===== src/rtl/pipeline_hazard_ctrl.sv =====
// -----------------------------------------------------------------------------
// pipeline_hazard_ctrl
//
// Central stall/flush sequencer for a 5-stage pipeline. Watches the ID-stage
// source registers, the ID/EX destination and memory-read flag, the EX branch
// outcome and data-memory busy. It then drives the hold/flush/bubble controls
// for PC, IF/ID, ID/EX and EX/MEM. It also tracks memory-wait timeout and
// keeps saturating stall and flush statistics.
//
// Parameters:
//   MAX_WAIT  longest legal consecutive mem_busy run (cycles); one more busy
//             cycle enters TIMEOUT
//   CNT_W     width of the stall_cnt / flush_cnt statistics counters
//
// Ports:
//   clk          in   pipeline clock, rising edge
//   rst          in   synchronous active-high reset
//   id_src1      in   [4:0] ID-stage source register 1
//   id_src2      in   [4:0] ID-stage source register 2
//   id_two_src   in   ID instruction reads src2
//   ex_dest      in   [4:0] destination register in ID/EX
//   ex_mem_r_en  in   memory-read flag in ID/EX (load in EX)
//   br_taken     in   branch resolved taken in EX this cycle
//   mem_busy     in   data memory not ready this cycle
//   pc_hold      out  PC keeps its value
//   ifid_hold    out  IF/ID keeps its contents
//   ifid_flush   out  IF/ID loads a NOP
//   idex_bubble  out  ID/EX loads zero control fields
//   idex_hold    out  ID/EX keeps its contents
//   exmem_hold   out  EX/MEM keeps its contents
//   timeout_err  out  sticky memory-wait timeout flag
//   state        out  [1:0] FSM state: 0 RUN, 1 MEM_WAIT, 2 TIMEOUT
//   stall_cnt    out  [CNT_W-1:0] saturating count of pc_hold cycles
//   flush_cnt    out  [CNT_W-1:0] saturating count of branch-flush cycles
// -----------------------------------------------------------------------------
module pipeline_hazard_ctrl #(
   parameter int MAX_WAIT = 15,
   parameter int CNT_W    = 16
) (
   input  logic             clk,
   input  logic             rst,
   input  logic [4:0]       id_src1,
   input  logic [4:0]       id_src2,
   input  logic             id_two_src,
   input  logic [4:0]       ex_dest,
   input  logic             ex_mem_r_en,
   input  logic             br_taken,
   input  logic             mem_busy,
   output logic             pc_hold,
   output logic             ifid_hold,
   output logic             ifid_flush,
   output logic             idex_bubble,
   output logic             idex_hold,
   output logic             exmem_hold,
   output logic             timeout_err,
   output logic [1:0]       state,
   output logic [CNT_W-1:0] stall_cnt,
   output logic [CNT_W-1:0] flush_cnt
);

   // Wide enough to hold MAX_WAIT itself.
   localparam int WAIT_W = (MAX_WAIT < 1) ? 1 : $clog2(MAX_WAIT + 1);

   typedef enum logic [1:0] {
      ST_RUN      = 2'd0,
      ST_MEM_WAIT = 2'd1,
      ST_TIMEOUT  = 2'd2
   } state_t;

   state_t            state_reg;
   state_t            state_next;
   logic [WAIT_W-1:0] wait_cnt_reg;
   logic [WAIT_W-1:0] wait_cnt_next;
   logic [CNT_W-1:0]  stall_cnt_reg;
   logic [CNT_W-1:0]  flush_cnt_reg;

   logic load_use;
   logic flush_event;
   logic stall_event;

   // Load-use hazard: a load in EX whose destination feeds the ID
   // instruction. Register 0 is hard-wired zero and never creates a hazard.
   always_comb begin
      load_use = 1'b0;
      if (ex_mem_r_en && (ex_dest != 5'd0)) begin
         if (ex_dest == id_src1) begin
            load_use = 1'b1;
         end
         if (id_two_src && (ex_dest == id_src2)) begin
            load_use = 1'b1;
         end
      end
   end

   // Next-state and control decode.
   always_comb begin
      state_next    = state_reg;
      wait_cnt_next = wait_cnt_reg;
      pc_hold       = 1'b0;
      ifid_hold     = 1'b0;
      ifid_flush    = 1'b0;
      idex_bubble   = 1'b0;
      idex_hold     = 1'b0;
      exmem_hold    = 1'b0;
      timeout_err   = 1'b0;
      flush_event   = 1'b0;

      case (state_reg)
         ST_RUN: begin
            if (mem_busy) begin
               // Memory stall wins over everything: freeze the whole front.
               pc_hold       = 1'b1;
               ifid_hold     = 1'b1;
               idex_hold     = 1'b1;
               exmem_hold    = 1'b1;
               state_next    = ST_MEM_WAIT;
               wait_cnt_next = WAIT_W'(1);
            end else if (br_taken) begin
               // The ID instruction is wrong-path, so any hazard it shows
               // is irrelevant; squash IF/ID and ID/EX instead.
               ifid_flush  = 1'b1;
               idex_bubble = 1'b1;
               flush_event = 1'b1;
            end else if (load_use) begin
               // One-cycle stall: the bubble clears ex_mem_r_en next cycle,
               // which releases the hazard on its own.
               pc_hold     = 1'b1;
               ifid_hold   = 1'b1;
               idex_bubble = 1'b1;
            end
         end

         ST_MEM_WAIT: begin
            // While frozen, br_taken / load_use are ignored; the EX stage
            // re-presents them once the pipeline is running again.
            if (mem_busy) begin
               pc_hold    = 1'b1;
               ifid_hold  = 1'b1;
               idex_hold  = 1'b1;
               exmem_hold = 1'b1;
               if (wait_cnt_reg >= WAIT_W'(MAX_WAIT)) begin
                  state_next = ST_TIMEOUT;
               end else begin
                  wait_cnt_next = wait_cnt_reg + WAIT_W'(1);
               end
            end else begin
               // Memory ready: holds drop in this same cycle.
               state_next    = ST_RUN;
               wait_cnt_next = '0;
            end
         end

         ST_TIMEOUT: begin
            // Terminal until reset.
            pc_hold     = 1'b1;
            ifid_hold   = 1'b1;
            idex_hold   = 1'b1;
            exmem_hold  = 1'b1;
            timeout_err = 1'b1;
         end

         default: begin
            state_next    = ST_RUN;
            wait_cnt_next = '0;
         end
      endcase

      // Reset masks every control output for its whole duration.
      if (rst) begin
         pc_hold     = 1'b0;
         ifid_hold   = 1'b0;
         ifid_flush  = 1'b0;
         idex_bubble = 1'b0;
         idex_hold   = 1'b0;
         exmem_hold  = 1'b0;
         timeout_err = 1'b0;
         flush_event = 1'b0;
      end
   end

   // Statistics freeze in TIMEOUT even though pc_hold is asserted there.
   assign stall_event = pc_hold && (state_reg != ST_TIMEOUT);

   always_ff @(posedge clk) begin
      if (rst) begin
         state_reg    <= ST_RUN;
         wait_cnt_reg <= '0;
      end else begin
         state_reg    <= state_next;
         wait_cnt_reg <= wait_cnt_next;
      end
   end

   // Saturating counters: stop at all-ones instead of wrapping.
   always_ff @(posedge clk) begin
      if (rst) begin
         stall_cnt_reg <= '0;
         flush_cnt_reg <= '0;
      end else begin
         if (stall_event && (stall_cnt_reg != {CNT_W{1'b1}})) begin
            stall_cnt_reg <= stall_cnt_reg + CNT_W'(1);
         end
         if (flush_event && (flush_cnt_reg != {CNT_W{1'b1}})) begin
            flush_cnt_reg <= flush_cnt_reg + CNT_W'(1);
         end
      end
   end

   assign state     = state_reg;
   assign stall_cnt = stall_cnt_reg;
   assign flush_cnt = flush_cnt_reg;

endmodule


===== config.mk =====
export PLATFORM = sky130hd
export DESIGN_NAME = pipeline_hazard_ctrl
export DESIGN_NICKNAME = d
export VERILOG_FILES = /design/src/rtl/pipeline_hazard_ctrl.sv
export SDC_FILE = /design/constraint.sdc
export NUM_CORES = 1
export LEC_CHECK = 0
export ABC_AREA = 1
export BUFFER_PORTS_ARGS = -buffer_cell sky130_fd_sc_hd__buf_2
export CAP_MARGIN = 20
export CORE_MARGIN = 1
export CORE_UTILIZATION = 48
export CTS_CLUSTER_DIAMETER = 120
export CTS_CLUSTER_SIZE = 14
export DETAILED_ROUTE_END_ITERATION = 6
export PLACE_DENSITY = 0.88
export SYNTH_ARGS = -nofsm -noshare
export SYNTH_HDL_FRONTEND = slang
export SYNTH_SLANG_ARGS = --single-unit

===== constraint.sdc =====
create_clock -name clk -period 1.76 [get_ports clk]
set_clock_uncertainty 0.1 [all_clocks]
set_input_delay 0.264 -clock clk [delete_from_list [all_inputs] [get_ports clk]]
set_output_delay 0.264 -clock clk [all_outputs]
set_load 0.02 [all_outputs]

==> results.json <==
{
  "tightest_slew_ns": 0.3534,
  "use_met2": 0.3989,
  "initial_utilization": 0.5142,
  "syn_area_um2": 2316,
  "ant_nets": 0,
  "yosys_warnings": 0,
  "placed_area_um2": 2799,
  "syn-num-nets": 386,
  "core-area_um2": 4504,
  "die_h_um": 71.46,
  "finalCriticalPeriod_ns": 1.742,
  "max_cap_violations": 0,
  "dr.first_iter.drc_count": 260,
  "place_congestion": 0.8997,
  "diodes": 0,
  "port_buffers": 61,
  "num_io_pins": 62,
  "clkLatencyLatePin_ns": 0.30,
  "firstDrtPassIters": 4,
  "path_max_fanout": 7,
  "root_buffer": "clkbuf_8",
  "hp-start": "mem_busy",
  "critPathLaunchType": "register",
  "relSlewSlack": 0.7626,
  "min_path_type": "in2reg",
  "final_cell_area_um2": 3092,
  "wl_per_cell_um": 12.40,
  "fin_setup_tns_ns": 0,
  "synth_cells": 362,
  "die_x_um": 71.46,
  "cp_slowest_stage_delay_ns": 0.36,
  "hold_violations": 0,
  "synth_seq_cells": 38,
  "netlist_top_cells_area": "dfxtp_1, nand2_1, nand3_1",
  "rsz0062_at_grt": "yes",
  "num-nets-final": 469,
  "hpwlAfterDp_um": 4150,
  "drv_slew": 0,
  "synth_largest_area_cell": "dfxtp_1",
  "drt-total-wl_um": 6173,
  "startpoint": "stall_cnt[0]",
  "vias": 2605,
  "worstPathRequired_ns": 1.83,
  "cts.htree.levels": 2,
  "synth_area_per_cell_um2": 6.398,
  "num_rows": 24,
  "setup_viol": 0,
  "n_fill_cell": 358,
  "crit_type": "reg2reg",
  "end_kind": "register",
  "cts_sinks": 38,
  "seq_area_um2": 779.5,
  "r2r_start": "stall_cnt[0]",
  "path_cells": "ha_4, nand2_2, inv_2, nand2_4, nor2_4, nand3_2, o21ai_2, inv_4, clkbuf_16, nand3_1, a21oi_1",
  "antenna_found_initial": 0,
  "drive_gt1_frac": 0.3094,
  "critPathSlowestCell": "dfxtp_4",
  "drc": 0,
  "area_growth_pct": 33.50,
  "power_mw": 1.678,
  "grt_usage": 0.2350,
  "cts_tree": "done",
  "cp_data_arrival_time_ns": 1.81,
  "grt_max_degree": 30,
  "path_clk_slew_ns": 0.08,
  "grt-ovfl-total": 0,
  "avgViaCountPerCell": 5.231,
  "dieArea_um2": 5107,
  "synth_top_area_frac": 0.3285,
  "multi_input_area_um2": 1453,
  "synth-seq-area-share": 0.3285,
  "powerDensity_nw_per_um2": 542.7,
  "yosys.cell_types.count": 28,
  "top_usage_layer": "met2",
  "period_share": 0.9896,
  "cts_buffers": 5,
  "use_met1": 0.2988,
  "fmax_ghz": 0.5742,
  "status": "finished clean",
  "clock_path_buffers": 2,
  "hold_buffers": 0,
  "grt_pass1_vias": 2317,
  "grt_pass1_wl_um": 9777,
  "vdd_drop_max_uv": 300.0,
  "grtUsageMet3": 0.05626,
  "path_buf_inv": 3,
  "power_leakage_nw": 1.396,
  "critPathTopFamily": "simple AND/OR/NAND/NOR gates"
}
[synth_stat cells]
library cell and n:
nand2_2 4, nor2_2 1, a21oi_2 1, nor3_2 1
o21ai_0 9, clkbuf_1 3, nand2_1 96, nor4_1 1
buf_6 1, nor2_1 40, xnor2_1 10, buf_2 3
buf_1 1, dfxtp_1 38, xor2_1 14, nor2_4 1
a211oi_1 2, nor3_1 9, buf_4 2, o21ai_2 1
o21ai_1 1, inv_2 8, nand2_4 1, a21oi_1 32
nand4_1 4, nand3_1 37, ha_1 3, inv_1 38
[path summary, 6_finish.rpt]
| check | to | slack [ns] | cells after the start |
|---|---|---|---|
| max | stall_cnt[11] | 0.02 | 11 |
| min | state[0] | 0.35 | 5 |
| max reg2reg | stall_cnt[11] | 0.02 | 11 |
| min reg2reg | flush_cnt[0] | 0.37 | 1 |
[layer usage]
layer  routed length, µm  vias up  share of wire
met2                3081       94           0.50
met4                  65        0          0.011
met5                   0        -              0
met3                 365       10          0.059
li1                    -     1319              -
met1                2661     1182           0.43
[power breakdown]
group	total [mW]	internal (mW)	switching (mW)
Sequential	0.877	0.866	0.0106
Clock	0.591	0.282	0.309
Combinational	0.210	0.0827	0.128
Total	1.68	1.23	0.447
[metrics by stage]
stage                     instances    util  hold WS, ns  setup slack [ns]
final                           498  0.6864       0.3460           0.01830
after global routing            498  0.6864       0.3616           -0.1054
after CTS                       493  0.6428       0.2847          0.003768
after detailed placement        484  0.6214       0.3724           0.02894
after global placement          484  0.6214       0.3493           0.07986
after floorplan                 362       -       0.3359          -0.02494
[cells in the final DEF, fill, tap and decap left out, types with 5 or more instances in the layout]
cell type,instances
dfxtp_2,6
nand3_1,28
inv_1,38
a21oi_1,30
nand3_2,9
xnor2_1,10
nand2_2,5
dfxtp_1,29
o21ai_0,5
nor3_1,9
inv_2,6
nor2_1,36
buf_4,25
xor2_1,14
clkbuf_8,5
buf_2,58
nand2_1,93
[worst min-delay path: stages]
cell      delay (ns)
buf_2           0.09
inv_1           0.13
nor2_1          0.09
inv_1           0.07
a211oi_1        0.05
[kinds of logic after synthesis]
logic type | Yosys count | share of synthesized area
simple gates | 195 | 0.3609
buf+inv | 56 | 0.09886
compound gates | 46 | 0.1048
flops | 38 | 0.3285
xor+xnor | 24 | 0.09076
fa+ha+maj | 3 | 0.01621
[repair_timing]
action | CTS | global route
gates resized for setup | 4 | 41
pin swaps | 3 | 5
setup buffers | 1 | 4
cloned | 0 | 1
endpoints found under the setup margin | 3 | 38
[final cells by class]
type / count / area share
multi-input combinational: 268 / 0.4698
sequential: 38 / 0.2521
timing repair buffer: 86 / 0.1728
inverter: 46 / 0.05828
clock buffer: 8 / 0.02590
tap: 52 / 0.02104
Power figures use the tool's default switching activity.
